$ cat src/rtl/lsu_pkg.sv
// Shared definitions for the load/store + write-back stage:
// access-size encodings, FSM state type and datapath width.
package lsu_pkg;

    localparam int DATA_W = 32;

    localparam logic [2:0] F3_B  = 3'b000;
    localparam logic [2:0] F3_H  = 3'b001;
    localparam logic [2:0] F3_W  = 3'b010;
    localparam logic [2:0] F3_BU = 3'b100;
    localparam logic [2:0] F3_HU = 3'b101;

    typedef enum logic [1:0] {
        IDLE,
        REQ,
        WB
    } state_t;

endpackage

$ cat src/rtl/lsu_align.sv
// Byte-lane steering for the load/store unit.
// Store side: byte enables, replicated write data and misalignment flag.
// Load side: byte/halfword selection with sign or zero extension.
// Undefined access sizes behave as full-word accesses.
module lsu_align
    import lsu_pkg::*;
(
    input  logic [2:0]        st_funct3,
    input  logic [1:0]        st_offset,
    input  logic [DATA_W-1:0] st_data,
    output logic [3:0]        st_be,
    output logic [DATA_W-1:0] st_wdata,
    output logic              misalign,
    input  logic [2:0]        ld_funct3,
    input  logic [1:0]        ld_offset,
    input  logic [DATA_W-1:0] ld_rdata,
    output logic [DATA_W-1:0] ld_data
);

    logic [7:0]  ld_byte;
    logic [15:0] ld_half;

    // Store lane enables, lane-replicated data and alignment check
    always_comb begin
        st_be    = '1;
        st_wdata = st_data;
        misalign = 1'b0;
        case (st_funct3)
            F3_B, F3_BU: begin
                st_be    = 4'b0001 << st_offset;
                st_wdata = {4{st_data[7:0]}};
            end
            F3_H, F3_HU: begin
                st_be    = st_offset[1] ? 4'b1100 : 4'b0011;
                st_wdata = {2{st_data[15:0]}};
                misalign = st_offset[0];
            end
            default: misalign = (st_offset != 2'b00);
        endcase
    end

    // Load lane selection and extension
    always_comb begin
        case (ld_offset)
            2'd0:    ld_byte = ld_rdata[7:0];
            2'd1:    ld_byte = ld_rdata[15:8];
            2'd2:    ld_byte = ld_rdata[23:16];
            default: ld_byte = ld_rdata[31:24];
        endcase
        ld_half = ld_offset[1] ? ld_rdata[31:16] : ld_rdata[15:0];
        case (ld_funct3)
            F3_B:    ld_data = {{24{ld_byte[7]}}, ld_byte};
            F3_BU:   ld_data = {24'b0, ld_byte};
            F3_H:    ld_data = {{16{ld_half[15]}}, ld_half};
            F3_HU:   ld_data = {16'b0, ld_half};
            default: ld_data = ld_rdata;
        endcase
    end

endmodule

$ cat src/rtl/lsu_wb.sv
// Load/store and write-back stage following execute.
// Accepts one record from EX, performs an optional memory access over a
// req/ack handshake and drives the register-file write port.
// Optional: define LSU_TIMEOUT_EN to abort requests unacknowledged for
// TIMEOUT_CYCLES cycles (reported as err with no register write).
module lsu_wb
    import lsu_pkg::*;
#(
    parameter int DATA_W         = 32,
    parameter int TIMEOUT_CYCLES = 15
) (
    input  logic              clk,
    input  logic              rst_n,
    input  logic              ex_valid,
    output logic              ex_ready,
    input  logic [DATA_W-1:0] ex_z,
    input  logic [DATA_W-1:0] ex_rd2,
    input  logic [4:0]        ex_rd,
    input  logic [2:0]        ex_funct3,
    input  logic              ex_mem_read,
    input  logic              ex_mem_write,
    input  logic              ex_reg_write,
    output logic              mem_req,
    output logic              mem_we,
    output logic [DATA_W-1:0] mem_addr,
    output logic [DATA_W-1:0] mem_wdata,
    output logic [3:0]        mem_be,
    input  logic              mem_ack,
    input  logic [DATA_W-1:0] mem_rdata,
    output logic              wb_valid,
    output logic              wb_we,
    output logic [4:0]        wb_rd,
    output logic [DATA_W-1:0] wb_data,
    output logic              err
);

    state_t state, state_nxt;

    logic              accept;
    logic              is_mem;
    logic              misalign;
    logic              bad_access;
    logic              timeout;
    logic [3:0]        st_be;
    logic [DATA_W-1:0] st_wdata;
    logic [DATA_W-1:0] ld_data;

    logic [4:0]        rd_q;
    logic              we_q;
    logic              err_q;
    logic              load_q;
    logic [2:0]        f3_q;
    logic [1:0]        off_q;
    logic              mem_we_q;
    logic [DATA_W-1:0] addr_q;
    logic [DATA_W-1:0] wdata_q;
    logic [3:0]        be_q;
    logic [DATA_W-1:0] data_q;

    assign accept     = ex_valid && (state == IDLE);
    assign is_mem     = ex_mem_read || ex_mem_write;
    assign bad_access = is_mem && misalign;

    lsu_align u_align (
        .st_funct3 (ex_funct3),
        .st_offset (ex_z[1:0]),
        .st_data   (ex_rd2),
        .st_be     (st_be),
        .st_wdata  (st_wdata),
        .misalign  (misalign),
        .ld_funct3 (f3_q),
        .ld_offset (off_q),
        .ld_rdata  (mem_rdata),
        .ld_data   (ld_data)
    );

`ifdef LSU_TIMEOUT_EN
    localparam int CNT_W = (TIMEOUT_CYCLES > 1) ? $clog2(TIMEOUT_CYCLES) : 1;

    logic [CNT_W-1:0] cnt;

    // Count cycles spent waiting in REQ; restarts with each accepted record
    always_ff @(posedge clk or negedge rst_n) begin
        if (!rst_n)              cnt <= '0;
        else if (accept)         cnt <= '0;
        else if (state == REQ)   cnt <= cnt + 1'b1;
    end

    // An ack on the last counted cycle takes priority over the abort
    assign timeout = (state == REQ) && !mem_ack &&
                     (cnt == CNT_W'(TIMEOUT_CYCLES - 1));
`else
    logic unused_timeout;

    assign timeout        = 1'b0;
    assign unused_timeout = ^TIMEOUT_CYCLES;
`endif

    // State register
    always_ff @(posedge clk or negedge rst_n) begin
        if (!rst_n) state <= IDLE;
        else        state <= state_nxt;
    end

    // Next-state and handshake outputs
    always_comb begin
        state_nxt = state;
        ex_ready  = 1'b0;
        mem_req   = 1'b0;
        wb_valid  = 1'b0;
        case (state)
            IDLE: begin
                ex_ready = 1'b1;
                if (ex_valid) state_nxt = (is_mem && !misalign) ? REQ : WB;
            end
            REQ: begin
                mem_req = 1'b1;
                if (mem_ack || timeout) state_nxt = WB;
            end
            WB: begin
                wb_valid  = 1'b1;
                state_nxt = IDLE;
            end
            default: state_nxt = IDLE;
        endcase
    end

    // Record capture at accept; load data / abort status captured in REQ
    always_ff @(posedge clk or negedge rst_n) begin
        if (!rst_n) begin
            rd_q     <= '0;
            we_q     <= 1'b0;
            err_q    <= 1'b0;
            load_q   <= 1'b0;
            f3_q     <= '0;
            off_q    <= '0;
            mem_we_q <= 1'b0;
            addr_q   <= '0;
            wdata_q  <= '0;
            be_q     <= '0;
            data_q   <= '0;
        end else if (accept) begin
            rd_q     <= ex_rd;
            we_q     <= ex_reg_write && (ex_rd != 5'd0) && !bad_access;
            err_q    <= bad_access;
            load_q   <= ex_mem_read;
            f3_q     <= ex_funct3;
            off_q    <= ex_z[1:0];
            mem_we_q <= ex_mem_write && !ex_mem_read;
            addr_q   <= {ex_z[DATA_W-1:2], 2'b00};
            wdata_q  <= ex_mem_read ? '0 : st_wdata;
            be_q     <= ex_mem_read ? 4'b1111 : st_be;
            data_q   <= ex_z;
        end else if (state == REQ) begin
            if (mem_ack) begin
                if (load_q) data_q <= ld_data;
            end else if (timeout) begin
                we_q  <= 1'b0;
                err_q <= 1'b1;
            end
        end
    end

    // Memory and write-back buses read zero outside their active state
    assign mem_we    = mem_req && mem_we_q;
    assign mem_addr  = mem_req ? addr_q  : '0;
    assign mem_wdata = mem_req ? wdata_q : '0;
    assign mem_be    = mem_req ? be_q    : '0;
    assign wb_we     = wb_valid && we_q;
    assign wb_rd     = wb_valid ? rd_q   : '0;
    assign wb_data   = wb_valid ? data_q : '0;
    assign err       = wb_valid && err_q;

endmodule

$ cat config.mk
export PLATFORM = sky130hd
export DESIGN_NAME = lsu_wb
export DESIGN_NICKNAME = d
export VERILOG_FILES = /design/src/rtl/lsu_pkg.sv /design/src/rtl/lsu_align.sv /design/src/rtl/lsu_wb.sv
export SDC_FILE = /design/constraint.sdc
export NUM_CORES = 1
export LEC_CHECK = 0
export ABC_AREA = 1
export CAP_MARGIN = 10
export CORE_MARGIN = 3
export CORE_UTILIZATION = 46
export DETAILED_ROUTE_END_ITERATION = 10
export PLACE_DENSITY = 0.89
export SYNTH_ARGS = -nofsm -noshare
export SYNTH_HDL_FRONTEND = slang
export SYNTH_SLANG_ARGS = --single-unit
$ cat constraint.sdc
create_clock -name clk -period 2.2 [get_ports clk]
set_clock_uncertainty 0.2 [all_clocks]
set_input_delay 0.33 -clock clk [delete_from_list [all_inputs] [get_ports clk]]
set_output_delay 0.33 -clock clk [all_outputs]
set_load 0.005 [all_outputs]
==> impl_metrics.csv, run 1 <==
group,metric,value,unit
synthesis,syn_area,6186,um^2
clocking,cts-htree-levels,4,
cells_and_area,diodes,0,
critical_path,r2r_cells,10,
clocking,clock_path_buffers,2,
synthesis,yosysUniqueCellTypes,30,
clocking,insertion_delay,0.41,ns
clocking,cts_tree,"built",
critical_path,r2r-end,"data_q[16]$_DFFE_PN0P_",
grt,grt_max_degree,49,
cells_and_area,instances_no_fill,1256,
pwr,p_per_area,979.9,nW/um^2
run_status,status,"completed",
critical_path,worst-r2r-setup-slack,0.15,ns
sta,post-route-period-util,0.9799,
drt,vias,6343,
synthesis,ys.warnings.count,0,
placed_design,post-place-ws,0.1377,ns
critical_path,path_cells,"inv_2, buf_4, nor2_4, inv_2, buf_12, nor2_1, dlygate4sd2_1",
critical_path,crit_required,1.67,ns
critical_path,cp_slowest_cell,"dfrtp_1",
pwr,ir_drop,0.0005450,V
sta,fmax,463.9,MHz
die,die_h,122.0,um
synthesis,async_flop_share,1.000,
die,die_x,122.0,um
clocking,clk_pin_slew_worst_paths,0.05,ns
die,coreArea,12880,um^2
sta,setup_violations,0,
critical_path,crit_path_frequent_cell,"inv_2",
synthesis,synth.most_common_cell,"nor2_1",
synthesis,postSynthCellCount,843,
sta,slew_headroom,0.6669,
critical_path,path_buf_inv,5,
placed_design,dpl.cell_count,1212,
sta,slew_viol_final,0,
grt,grt_pass1_wl,31520,um
critical_path,cpPeakStageDelay,0.38,ns
clocking,cts_root_buf,"clkbuf_16",
die,dieArea,14880,um^2
critical_path,cp_top_family,"buffers and inverters",
drt,first_iter_violations,632,
grt,grt_remaining_overflow,0,
synthesis,synth-main-ff-cell,"dfrtp_1",
critical_path,r2r_start,"state[1]$_DFFE_PN0P_",
drt,drt.antenna.violating_nets,0,
sta,fin_crit,2.156,ns
die,boundaryPins,222,
clocking,numCtsBuffers,17,
synthesis,synth_area_per_cell,7.338,um^2
drt,viasPerCell,5.050,
synthesis,synth_edf_count,0,
drt,first_pass_iters,5,
sta,setup_ws,0.04427,ns
grt,grt_usage,0.2747,
placed_design,dp_hpwl,14760,um
critical_path,endpoint_kind,"output port",
die,row_count,41,
drt,drt_wl_total,20190,um
placed_design,gp_congestion,0.9363,
critical_path,cp-start-kind,"flop",
grt,first_global_vias,6100,
cells_and_area,final_nets,1183,
cells_and_area,area_growth,49.13,%
critical_path,crit_type,"flop to output port",
synthesis,yosysSeqAreaShare,0.4612,
drt,wl_per_cell,16.07,um
cells_and_area,drive_gt1_frac,0.1310,
synthesis,synthTopCellsByArea,"dfrtp_1, nor2_1, inv_1, o21ai_0, nand2_1",
grt,antenna_found_initial,0,
placed_design,portBuffers,219,
min_path,hp-class,"input pin to async pin",
flow_run,cap_violations,0,
sta,tightestPinTransition,0.4945,ns
pwr,leakagePower,4.882,nW
synthesis,synth_top_area_cell,"dfrtp_1",
synthesis,yosysTopAreaCellShare,0.4612,
synthesis,synth_top_cells_by_count,"nor2_1, inv_1, dfrtp_1",
drt,drc,0,
critical_path,cp_max_fo,26,
synthesis,synth-seq-cells,114,
sta,rsz0062_at_grt,"yes",
die,initial_core_util,0.4804,
critical_path,cp_data_arrival_time,1.63,ns
sta,finalHoldViolCount,0,
clocking,clock_sinks,114,
[state kept, by name, summed over array words and instances, names as in the netlist]
name and flops:
addr_q 30, be_q 4, data_q 32, err_q 1, f3_q 3, load_q 1
mem_we_q 1, off_q 2, rd_q 5, state 2, wdata_q 32, we_q 1
[cells in the final DEF, fill, tap and decap left out, types with 2 or more instances in the layout]
cell / instances
o21ai_1: 10
nand2_4: 3
nor3_1: 8
buf_6: 2
inv_1: 179
buf_12: 9
buf_4: 22
dfrtp_1: 112
bufinv_16: 2
o211ai_1: 3
clkdlybuf4s15_1: 21
clkbuf_1: 5
a21oi_2: 7
a21oi_1: 48
clkbuf_16: 17
conb_1: 2
dlygate4sd2_1: 53
nand3_1: 12
o21bai_1: 19
nor2_1: 175
o21ai_0: 61
bufbuf_16: 3
o221ai_1: 7
nor2_2: 12
clkbuf_8: 4
clkdlybuf4s50_1: 110
dfrtp_2: 2
clkinv_2: 3
inv_2: 6
nor2_4: 4
nor3_2: 9
nand2_1: 80
clkinv_1: 2
o22ai_1: 30
clkbuf_2: 12
buf_2: 20
[per-layer routing]
metal	vias to the layer above	GRT usage	wire length [um]
met5	-	0	0
met4	0	0.1345	992
met2	320	0.4403	9537
li1	3051	-	-
met1	2908	0.3519	8093
met3	64	0.06267	1561
[logic make-up after synthesis]
logic type | count (synthesis) | share of synthesized area
AO/OA/AOI/OAI | 187 | 0.1756
buffers and inverters | 234 | 0.1557
flip-flops | 114 | 0.4612
other | 1 | 0.0006062
AND/OR/NAND/NOR | 307 | 0.2069
[worst max-delay path by stage]
stage                    startpoint             to  depth (start not counted)
2_1_floorplan  state[0]$_DFFE_PN0P_      mem_be[0]                          4
3_3_place_gp   state[1]$_DFFE_PN0P_  mem_wdata[14]                          5
3_5_place_dp   state[1]$_DFFE_PN0P_     wb_data[8]                          6
4_1_cts        state[1]$_DFFE_PN0P_   mem_addr[11]                          6
5_1_grt        state[1]$_DFFE_PN0P_     wb_data[8]                          7
6_report       state[1]$_DFFE_PN0P_     wb_data[8]                          7
[metrics by stage]
step	instance area (um^2)	total power, mW	hold slack (ns)	util	setup TNS, ns
floorplan	6190	4.972	-0.1656	-	0
CTS	9263	9.012	0.2498	0.7194	-0.6524
detailed placement	8584	6.302	0.1372	0.6667	0
finish	9225	9.039	0.2567	0.7165	0
global route	9225	9.620	0.2942	0.7165	-0.5992
global placement	8584	6.194	0.1325	0.6667	0
[area by class of cell]
cell class | count | area, um^2
clock buffer | 26 | 499.2
clock inverter | 5 | 75.07
fill | 1024 | 3651
inverter | 188 | 708.2
multi-input combinational | 496 | 2437
sequential | 114 | 2855
tap | 172 | 215.2
timing repair buffer | 255 | 2435
[timing repair]
item                                    CTS  global route
buffers inserted                          6             3
resized for setup                       188            62
hold buffers                              1             0
cloned                                    3             0
endpoints found under the setup margin  107            31
endpoints found under the hold margin    34             0
pin swaps                                 0             1
[power by group]
group	switching, mW	internal, mW	total (mW)
registers	0.357	2.81	3.17
logic	1.81	1.37	3.18
clock network	0.920	1.77	2.69
total	3.08	5.95	9.04
No activity file was read; power rests on OpenSTA's default activity.
==> run 2: changes to the inputs <==
==> constraint.sdc (replaced) <==
create_clock -name clk -period 2.2 [get_ports clk]
set_clock_uncertainty 0.2 [all_clocks]
set_input_delay 0.44 -clock clk [delete_from_list [all_inputs] [get_ports clk]]
set_output_delay 0.44 -clock clk [all_outputs]
set_load 0.005 [all_outputs]
==> impl_metrics.csv, run 2 (synthesized netlist as in run 1, its figures left out) <==
group,metric,value,unit
cells_and_area,final_cell_mix,"inv_1, nor2_1, dfrtp_1, clkdlybuf4s50_1, nand2_1",
pwr,ir_drop,0.0005536,V
critical_path,crit_required,1.56,ns
placed_design,dp_hpwl,14900,um
placed_design,post-place-ws,0.04110,ns
critical_path,cp-start-kind,"flop",
die,boundaryPins,222,
drt,drt_wl_total,22170,um
grt,first_global_vias,6272,
pwr,p_per_area,1041,nW/um^2
grt,grt.busiest_layer,"met2",
clocking,clock_path_buffers,2,
die,die_h,122.0,um
clocking,cts-htree-levels,4,
sta,setup_violations,18,
die,initial_core_util,0.4804,
cells_and_area,drive_gt1_frac,0.2058,
clocking,clk_pin_slew_worst_paths,0.06,ns
sta,hold_ws,0.2892,ns
sta,fin_crit,2.249,ns
min_path,hp-class,"flop to flop",
sta,tightestPinTransition,0.5839,ns
critical_path,cp_data_arrival_time,1.61,ns
sta,slew_viol_final,0,
critical_path,cp_slowest_cell,"dfrtp_2",
grt,grt_pass1_wl,32240,um
placed_design,gp_congestion,0.9265,
sta,fin_tns_setup,-0.4238,ns
run_status,violations,"negative setup slack",
grt,gr-usage-met3,0.05571,
grt,grt_usage,0.2802,
drt,drt.antenna.violating_nets,0,
sta,post-route-period-util,1.022,
clocking,clock_sinks,114,
clocking,numCtsBuffers,17,
sta,rsz0062_at_grt,"yes",
clocking,cts_root_buf,"clkbuf_16",
critical_path,cpPeakStageDelay,0.44,ns
critical_path,path_cells,"buf_12, nand2_4, clkbuf_16, nor2_1, dlygate4sd2_1",
grt,grt_use_met2,0.4568,
cells_and_area,multi_input_area,2516,um^2
run_status,status,"complete, but fails checks",
cells_and_area,layout_commonest_cell,"inv_1",
critical_path,endpoint_kind,"output port",
drt,vias,6627,
cells_and_area,regArea,2854,um^2
flow_run,cap_violations,0,
clocking,insertion_delay,0.40,ns
drt,first_pass_iters,5,
grt,gr-usage-met1,0.3574,
cells_and_area,final_nets,1196,
drt,first_iter_violations,613,
die,die_x,122.0,um
critical_path,cp_top_family,"buffers and inverters",
grt,grt_remaining_overflow,0,
die,row_count,41,
cells_and_area,n_fill_cell,935,
grt,antenna_found_initial,1,
drt,drc,0,
die,coreArea,12880,um^2
drt,viasPerCell,5.214,
grt,grt_max_degree,70,
die,dieArea,14880,um^2
sta,finalHoldViolCount,0,
sta,slew_headroom,0.6107,
pwr,leakagePower,4.917,nW
drt,wl_per_cell,17.44,um
cells_and_area,area_growth,53.11,%
cells_and_area,largestRegisters,"data_q x32, wdata_q x32, addr_q x30",
critical_path,path_buf_inv,3,
placed_design,portBuffers,219,
critical_path,crit_type,"flop to output port",
sta,fmax,444.7,MHz
critical_path,cp_max_fo,5,
sta,setup_ws,-0.04870,ns
clocking,cts_tree,"built",
run 2: cell count changes in the layout (fill, tap and decap cells not counted), moves of 6 or more:
cell / previous run / this run
buf_12: 9 / 15
clkbuf_16: 17 / 23
nor2_1: 175 / 162
buf_6: 2 / 8
nor2_2: 12 / 19
nor2_4: 4 / 10
dlygate4sd2_1: 53 / 17
buf_2: 20 / 11
clkdlybuf4s15_1: 21 / 7
clkbuf_2: 12 / 68
run 2: per-stage QoR:
stage | utilization | cells | area (um^2) | total power, mW
after floorplan | - | 844 | 6190 | 4.972
after global placement | 0.6741 | 1218 | 8680 | 6.281
after detailed placement | 0.6741 | 1218 | 8680 | 6.405
after CTS | 0.7267 | 1256 | 9356 | 9.583
after global routing | 0.7356 | 1271 | 9472 | 10.39
final | 0.7356 | 1271 | 9472 | 9.864
run 2: worst min-delay path: stages, from the launching register on:
cell,delay [ns]
dfrtp_1,0.35
nand2_1,0.05
o21ai_0,0.06
run 2: worst paths after layout:
check	start	to	slack, ns	cells past startpoint
setup / recovery	state[0]$_DFFE_PN0P_	mem_wdata[31]	-0.05	5
hold / removal	rd_q[2]$_DFFE_PN0P_	rd_q[2]$_DFFE_PN0P_	0.29	2
setup reg to reg	state[0]$_DFFE_PN0P_	data_q[18]$_DFFE_PN0P_	0.11	11
hold reg to reg	rd_q[2]$_DFFE_PN0P_	rd_q[2]$_DFFE_PN0P_	0.29	2
max in group asynchronous	rst_n	data_q[15]$_DFFE_PN0P_	0.88	3
min in group asynchronous	rst_n	wdata_q[30]$_DFFE_PN0P_	0.39	3
run 2: what timing repair did:
item | 4_1_cts | 5_1_grt
buffers inserted | 3 | 7
setup endpoints to repair | 109 | 105
gates resized for setup | 154 | 212
hold endpoints to repair | 114 | 0
gates cloned | 2 | 9
pin swaps | 1 | 1
hold buffers | 1 | 0
run 2: per-layer routing:
| layer | wire, um | part of all wire |
|---|---|---|
| met2 | 10740 | 0.48 |
| met1 | 8701 | 0.39 |
| met5 | 0 | 0 |
| met3 | 1698 | 0.077 |
| met4 | 1025 | 0.046 |
run 2: final cells by class:
| type | count | area share |
|---|---|---|
| Inverter | 188 | 0.07556 |
| Clock inverter | 12 | 0.02391 |
| Tap cell | 172 | 0.02272 |
| Sequential cell | 114 | 0.3013 |
| Multi-Input combinational cell | 497 | 0.2657 |
| Clock buffer | 20 | 0.04927 |
| Antenna cell | 1 | 0.0002642 |
| Timing Repair Buffer | 267 | 0.2613 |
run 2: where the power goes:
group / switching, mW / internal [mW] / total (mW)
clock: 0.991 / 2.22 / 3.21
sequential: 0.366 / 2.81 / 3.17
combinational: 2.00 / 1.48 / 3.48
total: 3.36 / 6.51 / 9.86
